### src/rtl/matrix_pkg.sv
// Shared constants and pixel-index helper for the 6x6 LED matrix scan driver.
package matrix_pkg;

  localparam int unsigned MATRIX_ROWS = 6;
  localparam int unsigned MATRIX_COLS = 6;
  localparam int unsigned IMG_W       = MATRIX_ROWS * MATRIX_COLS;
  localparam int unsigned BRI_W       = 3;
  localparam int unsigned BRI_LEVELS  = 1 << BRI_W;

  // Bit position of pixel (r, c) inside a frame image.
  function automatic int unsigned pix(input int unsigned r, input int unsigned c);
    return MATRIX_COLS * r + c;
  endfunction

endpackage

### src/rtl/matrix_slot_timer.sv
// Free-running row-slot timer: slot counter within a row slot and the row index.
module matrix_slot_timer #(
  parameter int unsigned ROWS = 6,
  parameter int unsigned SLOT = 2016,
  parameter int unsigned CW   = $clog2(SLOT),
  parameter int unsigned RW   = $clog2(ROWS)
) (
  input  logic          clk,
  input  logic          rst_n,
  output logic [CW-1:0] slot_cnt_o,
  output logic [RW-1:0] row_idx_o,
  output logic          slot_end_o,
  output logic          frame_end_o
);

  logic [CW-1:0] slot_cnt_q, slot_cnt_d;
  logic [RW-1:0] row_idx_q, row_idx_d;
  logic          slot_end_q, slot_end_d;
  logic          frame_end_q, frame_end_d;

  // Next-state counters; strobes are precomputed so they line up with the counter value they describe.
  always_comb begin
    slot_cnt_d = slot_cnt_q + CW'(1);
    row_idx_d  = row_idx_q;
    if (slot_cnt_q == CW'(SLOT - 1)) begin
      slot_cnt_d = '0;
      row_idx_d  = (row_idx_q == RW'(ROWS - 1)) ? '0 : row_idx_q + RW'(1);
    end
    slot_end_d  = (slot_cnt_d == CW'(SLOT - 1));
    frame_end_d = slot_end_d && (row_idx_d == RW'(ROWS - 1));
  end

  // Counter and strobe registers.
  always_ff @(posedge clk or negedge rst_n) begin
    if (!rst_n) begin
      slot_cnt_q  <= '0;
      row_idx_q   <= '0;
      slot_end_q  <= 1'b0;
      frame_end_q <= 1'b0;
    end else begin
      slot_cnt_q  <= slot_cnt_d;
      row_idx_q   <= row_idx_d;
      slot_end_q  <= slot_end_d;
      frame_end_q <= frame_end_d;
    end
  end

  assign slot_cnt_o  = slot_cnt_q;
  assign row_idx_o   = row_idx_q;
  assign slot_end_o  = slot_end_q;
  assign frame_end_o = frame_end_q;

endmodule

### src/rtl/led_matrix_scan.sv
// Row-multiplexed scan driver: double-buffered frame, guard interval, 8-level PWM.
module led_matrix_scan
  import matrix_pkg::*;
#(
  parameter int unsigned ROWS         = MATRIX_ROWS,
  parameter int unsigned COLS         = MATRIX_COLS,
  parameter int unsigned GUARD_CYCLES = 16,
  parameter int unsigned STEP_CYCLES  = 250
) (
  input  logic             clk,
  input  logic             rst_n,
  input  logic [IMG_W-1:0] img,
  input  logic             img_valid,
  input  logic [BRI_W-1:0] brightness,
  input  logic             blank,
  output logic [ROWS-1:0]  row,
  output logic [COLS-1:0]  col,
  output logic             frame_start
);

  localparam int unsigned SLOT = GUARD_CYCLES + BRI_LEVELS * STEP_CYCLES;
  localparam int unsigned CW   = $clog2(SLOT);
  localparam int unsigned RW   = $clog2(ROWS);
  localparam int unsigned PW   = CW + 1;

  logic [CW-1:0]    slot_cnt;
  logic [RW-1:0]    row_idx;
  logic             slot_end;
  logic             frame_end;

  logic [IMG_W-1:0] shadow_q;
  logic [IMG_W-1:0] active_q;
  logic [BRI_W-1:0] bri_q;
  logic             started_q;

  logic [ROWS-1:0]  row_q, row_d;
  logic [COLS-1:0]  col_q, col_d;
  logic             frame_start_q, frame_start_d;

  logic [PW-1:0]    slot_ext;
  logic [PW-1:0]    win_end;
  logic             lit;

  matrix_slot_timer #(
    .ROWS (ROWS),
    .SLOT (SLOT),
    .CW   (CW),
    .RW   (RW)
  ) u_timer (
    .clk         (clk),
    .rst_n       (rst_n),
    .slot_cnt_o  (slot_cnt),
    .row_idx_o   (row_idx),
    .slot_end_o  (slot_end),
    .frame_end_o (frame_end)
  );

  // Shadow/active double buffer; a strobe on the boundary cycle bypasses straight into active.
  always_ff @(posedge clk or negedge rst_n) begin
    if (!rst_n) begin
      shadow_q <= '0;
      active_q <= '0;
    end else begin
      if (img_valid) begin
        shadow_q <= img;
      end
      if (frame_end) begin
        active_q <= img_valid ? img : shadow_q;
      end
    end
  end

  // Brightness is latched at the end of each slot so a slot never changes width mid-way.
  always_ff @(posedge clk or negedge rst_n) begin
    if (!rst_n) begin
      bri_q     <= '0;
      started_q <= 1'b0;
    end else begin
      if (slot_end) begin
        bri_q <= brightness;
      end
      started_q <= 1'b1;
    end
  end

  // Lit-window compare and next output values.
  always_comb begin
    slot_ext      = PW'(slot_cnt);
    win_end       = PW'(GUARD_CYCLES) + (PW'(bri_q) + PW'(1)) * PW'(STEP_CYCLES);
    lit           = !blank && (slot_ext >= PW'(GUARD_CYCLES)) && (slot_ext < win_end);
    row_d         = '0;
    col_d         = '1;
    frame_start_d = started_q && (slot_cnt == '0) && (row_idx == '0);
    if (lit) begin
      row_d = ROWS'(1) << row_idx;
      col_d = ~active_q[pix(32'(row_idx), 0) +: COLS];
    end
  end

  // Output registers.
  always_ff @(posedge clk or negedge rst_n) begin
    if (!rst_n) begin
      row_q         <= '0;
      col_q         <= '1;
      frame_start_q <= 1'b0;
    end else begin
      row_q         <= row_d;
      col_q         <= col_d;
      frame_start_q <= frame_start_d;
    end
  end

  assign row         = row_q;
  assign col         = col_q;
  assign frame_start = frame_start_q;

endmodule

### config.mk
export PLATFORM = sky130hd
export DESIGN_NAME = led_matrix_scan
export DESIGN_NICKNAME = d
export VERILOG_FILES = /design/src/rtl/matrix_pkg.sv /design/src/rtl/matrix_slot_timer.sv /design/src/rtl/led_matrix_scan.sv
export SDC_FILE = /design/constraint.sdc
export NUM_CORES = 1
export LEC_CHECK = 0
export ABC_AREA = 1
export BUFFER_PORTS_ARGS = -buffer_cell sky130_fd_sc_hd__buf_2
export CAP_MARGIN = 20
export CORE_MARGIN = 2
export CORE_UTILIZATION = 55
export CTS_BUF_LIST = sky130_fd_sc_hd__clkbuf_8
export CTS_CLUSTER_DIAMETER = 100
export DETAILED_ROUTE_END_ITERATION = 8
export HOLD_SLACK_MARGIN = 0.12
export MAX_ROUTING_LAYER = met4
export PLACE_DENSITY = 0.75
export SETUP_SLACK_MARGIN = 0.15
export SLEW_MARGIN = 30
export SYNTH_ARGS = -nofsm -noshare
export SYNTH_HDL_FRONTEND = slang
export SYNTH_SLANG_ARGS = --single-unit
### constraint.sdc
create_clock -name clk -period 5.1 [get_ports clk]
set_clock_uncertainty 0.15 [all_clocks]
set_input_delay 0.51 -clock clk [delete_from_list [all_inputs] [get_ports clk]]
set_output_delay 0.51 -clock clk [all_outputs]
set_load 0.1 [all_outputs]
* After elaboration in Yosys (flattened, before gate mapping) *
Cells that the tools add are included.

operators by class
  $add $sub $neg = 4
  multiply operators = 2
  $lt $le $gt $ge = 2
  eq/ne operators = 4
  shifts and indexed selects = 2
  mux-type cells = 6
  bitwise logic cells = 1
  reductions and logical operators = 8

operators with widths
  operator                 count
  $mux W36                 1
  $shiftx A36 B7 Y6        1
  $eq A11 B11 Y1 const B   2
  $add A5 B12 Y12 const A  1
  $lt A11 B12 Y1           1
  $mux W6                  2
  $add A11 B1 Y11 const B  1
  $ge A11 B5 Y1 const B    1
  $logic_not A11 Y1        1
  $mul A4 B7 Y11 const B   1
  $mux W11                 1
  $eq A3 B3 Y1 const B     2
  $mux W3                  2
  $not A6 Y6               1
  $shl A1 B3 Y6 const A    1
  $logic_and A1 B1 Y1      5
  $mul A2 B3 Y5 const A    1
  $add A3 B1 Y4 const B    1
  $add A3 B1 Y3 const B    1
  $logic_not A3 Y1         1
  $logic_not A1 Y1         1

word-level totals
  register bits after elaboration = 105
  input port bits = 43

* Logic depth before layout (Yosys ltp) *
  depth in word-level cells = 6
  mapped depth = 30
  gate-level depth less buffers = 30

* By module *
A second synthesis with hierarchy kept.

second synthesis, totals
  cells, all modules = 510
  area total of the unflattened synthesis = 5391.4 um^2

by module, submodules not included
  module             instances  cells an instance  area an instance (um^2)  sequential area each (um^2)
  led_matrix_scan    1          399                4534.3                   2234.6
  matrix_slot_timer  1          111                857.1                    400.4

* Worst setup path before layout *
No wires, ideal clock.

  path kind = register to register
  start = register bri_q[0]
  end = register row_q[0], in the netlist row[0]
  library setup time = 0.118 ns
  arrival time = 4.051 ns
  slack = 0.781 ns
  cell stages (with the launch flop) = 26
  buffers on the path = 0
  path through = dfrtp_1 > ha_1 > inv_1 > nand2_1 > nand2_1 > inv_1 > fa_1 > inv_1 > fa_1 > inv_1 > ha_1 > xnor2_1 > nor2_1 > nand3_1 > nand2_1 > ha_1 > nand2_1 > o21a_1 > nand2_1 > nand2_1 > nand2_1 > nand2_1 > nand2_1 > nand3_2 > nand2_2 > nor2_1

between the ends
  word-level cells in the longest chain between the ends = 6

ends and longest elaborated chain
  what                    line                    RTL
  start, declared         led_matrix_scan.sv:33   logic [BRI_W-1:0] bri_q;
  start signal, assigned  led_matrix_scan.sv:80   bri_q <= brightness;
  $add A3 B1 Y4           led_matrix_scan.sv:89   win_end = PW'(GUARD_CYCLES) + (PW'(bri_q) + PW'(1)) * PW'(STEP_CYCLES);
  $mul A4 B7 Y11          led_matrix_scan.sv:89
  $add A5 B12 Y12         led_matrix_scan.sv:89
  $lt A11 B12 Y1          led_matrix_scan.sv:90   lit = !blank && (slot_ext >= PW'(GUARD_CYCLES)) && (slot_ext < win_end);
  $logic_and A1 B1 Y1     led_matrix_scan.sv:90
  $mux W6                 led_matrix_scan.sv:94   if (lit) begin
  named net row_d[0]      led_matrix_scan.sv:36   logic [ROWS-1:0] row_q, row_d;
  end signal, assigned    led_matrix_scan.sv:107  row_q <= row_d;
  end, declared           led_matrix_scan.sv:36

The timed path passes the listed nets, and every way through them passes these cells.
A chain may end at the register's enable or synchronous reset.

* Worst setup path after layout *
  start = register bri_q[1]
  end = register row_q[4], in the netlist row[4]

Same word-level chain as after synthesis.

==> metrics.md <==
| Metric | Value |
|---|---|
| Status | complete, no violations |
| CP Buf/Inv Count | 5 |
| Placed Cells | 668 |
| Fillers | 797 |
| CTS tree | done |
| First-pass GRT wire length | 17.5 mm |
| Unique cell type count in the Yosys netlist | 42 |
| Overall Global Routing Usage | 22.2% |
| Dominant cell type by area after synthesis | dfrtp_1 |
| Register Area | 0.00264 mm2 |
| Remaining global-route overflow | 0 |
| Worst IR Drop VDD | 0.187 mV |
| Via count | 3652 |
| Seq cells post-synth | 105 |
| Avg Cell Area, Syn | 10.8 um2 |
| Final Slew Violations | 0 |
| Antenna violations before repair | 0 |
| Synth top area cells | dfrtp_1 47%, mux2_2 16%, ha_1 6.4%, nand2_1 4.8%, nand3_1 4.2% |
| Setup violators final | 0 |
| Port bufs | 55 |
| CP Class | reg -> reg |
| Die Y | 102 um |
| Total power | 1.49 mW |
| Fmax | 222 MHz |
| HP Class | in -> reg |
| Post-Layout Cell Count | 685 |
| # rows | 35 |
| Crit path DAT | 4.67 ns |
| Commonest non-fill, non-tap cell in the layout | dfrtp_1 |
| Share of post-route cells with drive strength above 1 | 31.3% |
| Multi-input logic area | 0.00243 mm2 |
| Clock-pin slew on the worst setup and hold paths | 0.12 ns |
| Post-synth EDFFs | 0 |
| Antenna Diode Count | 0 |
| Syn_nets | 569 |
| Final nets | 628 |
| Largest net degree at the start of global routing | 54 |
| Cell area after layout | 0.00595 mm2 |
| Register area share after synthesis | 49.8% |
| Starting DRT DRC Count | 179 |
| Clock Tree Buf Depth | 2 |
| DRT Pass-1 Iters | 4 |
| Die area | 0.0104 mm2 |
| LEAKAGE | 2.98 nW |
| Top FF cell, synth | dfrtp_1 |
| Worst Setup Start Kind | flip-flop |
| Relative slew margins | 47.1% |
| Clk root buf | clkbuf_8 |
| Clock Latency Late Sink | 0.37 ns |
| Initial Util | 57.0% |
| DRC viols | 0 |
| Worst path most repeated cell | nand2_1 |
| PwrDens | 250 mW/mm2 |
| Gate Count Post-Synth | 492 |
| Dpl hpwl | 7.76 mm |
| Synth top area share | 46.8% |
| DP Area | 0.00570 mm2 |
| Routed vias/inst | 5.33 |
| Unrepaired setup endpoints after global routing | no |
| Hold Violations, Final | 0 |
| Area delta synth->final | 12.4% |
| Routed wire per std cell | 15.3 um |
| Crit-path max cell delay | 0.57 ns |
| Hold Startpoint | brightness[2] |
| Final period utilization | 88.5% |
| Max Cap Viol | 0 |
| Post-synth ARST share | 100% |
| Reg-to-Reg Start | bri_q[1]$_DFFE_PN0P_ |
| CP Max Fanout | 7 |
| Core area | 0.00928 mm2 |
| Routability congestion estimate | 0.895 |
| Post-Syn Area | 0.00529 mm2 |
| CP top delay family | adder cells |
| Vias in the first global route | 3699 |
| Die Wd | 102 um |
| Most frequent cells in the layout | 99 x dfrtp_1, 73 x mux2_2, 66 x nand2_1 |
| Total CTS buffers | 9 |
| Sink Count | 105 |
| I/O Pins | 56 |
| Final min period | 4.51 ns |
| Setup TNS | 0 ns |
| H-tree depth | 3 |
| Fin util | 64.1% |
| Synth warnings | 0 |
| Antenna Nets Post-Route | 0 |
| Crit. Startpoint | bri_q[1]$_DFFE_PN0P_ |
| DRT Wirelength | 10.5 mm |
| Critical Path RT | 5.26 ns |
| Worst Max-Slew Pin Slew | 0.794 ns |
| Critical Path End Type | flip-flop |
| CP max stage cell | fa_2 |
## area by class of cell
cell class,instances,area share (%)
repair buffers,59,5.22
inverters,53,3.36
well taps,129,2.71
clock buffers,9,2.08
multi-input cells,323,40.8
clock inverters,7,1.54
flip-flops and latches,105,44.3
## cells in the mapped netlist, types with 2 or more instances
cell type	instances
fa_1	7
buf_2	5
xor2_1	6
nor2_2	3
o311ai_0	6
o21ai_0	14
xnor2_1	3
dfstp_2	6
nand4_1	2
ha_1	27
dfrtp_1	99
nor2_1	35
nand3_1	44
mux2_2	73
inv_2	2
nand3_2	2
nor3_1	2
nand2_1	67
inv_1	50
buf_1	2
a21oi_1	7
clkbuf_1	3
nand2_2	3
o22ai_1	6
## flip-flops by register name (all words and copies together) (netlist names)
register / cells
active_q: 36
bri_q: 3
col: 6
frame_start: 1
row: 6
shadow_q: 36
started_q: 1
u_timer.frame_end_o: 1
u_timer.row_idx_o: 3
u_timer.slot_cnt_o: 11
u_timer.slot_end_o: 1
## cells by family (layout without fill, tap and decap cells)
family	after synthesis	after routing	synth area share [%]
AND/OR/NAND/NOR	166	166	14.7
flip-flops	105	105	49.8
multiplexers	73	73	15.5
buffers and inverters	64	128	4.75
AO/OA/AOI/OAI	40	40	4.66
adder cells (fa/ha/maj)	34	34	9.03
XOR/XNOR	9	9	1.49
other	1	1	0.0708
## final timing paths
kind | endpoint | slack (ns) | cells past startpoint
min | bri_q[2]$_DFFE_PN0P_ | 0.21 | 3
min in group asynchronous | u_timer.slot_cnt_o[2]$_DFF_PN0_ | 0.54 | 2
min reg2reg | shadow_q[10]$_DFF_PN0_ | 0.36 | 1
max reg2reg | row[4]$_DFF_PN0_ | 0.59 | 29
max | row[4]$_DFF_PN0_ | 0.59 | 29
max in group asynchronous | shadow_q[3]$_DFF_PN0_ | 3.16 | 3
## where the power goes
| group | switching, mW | internal, mW | total, mW |
|---|---|---|---|
| Clock | 0.334 | 0.201 | 0.536 |
| Sequential | 0.00742 | 0.861 | 0.868 |
| Combinational | 0.0458 | 0.0394 | 0.0851 |
| Total | 0.388 | 1.10 | 1.49 |
## metal layers
| metal | up-vias | wire, um | share of wire [%] | global-route usage, % |
|---|---|---|---|---|
| met5 | - | 0 | 0 | - |
| met4 | 0 | 65 | 0.62 | 4.21 |
| met3 | 6 | 326 | 3.1 | 3.83 |
| met2 | 65 | 5220 | 50 | 35.6 |
| met1 | 1812 | 4870 | 46 | 30.5 |
| li1 | 1769 | - | - | - |
## metrics by stage
step	hold slack [ns]	worst slack (ns)
after global placement	0.328	0.655
after CTS	0.193	0.446
after global routing	0.201	0.189
final	0.207	0.589
after floorplan	0.0644	0.781
after detailed placement	0.332	0.472
## timing repair
action | 4_1_cts | 5_1_grt
hold endpoints to repair | 50 | 0
gates resized for setup | 0 | 5
hold buffers | 1 | 0
setup endpoints to repair | 0 | 6
buffers inserted | 0 | 0
## worst reg2reg max path: cells and delay by family (launching register included)
kind / cells / cell delay [ns]
adders and majority gates: 5 / 1.90
and+or+nand+nor: 16 / 1.25
DFF: 1 / 0.41
buffers and inverters: 5 / 0.37
AOI/OAI and AO/OA: 3 / 0.37
Power figures use the tool's default switching activity.
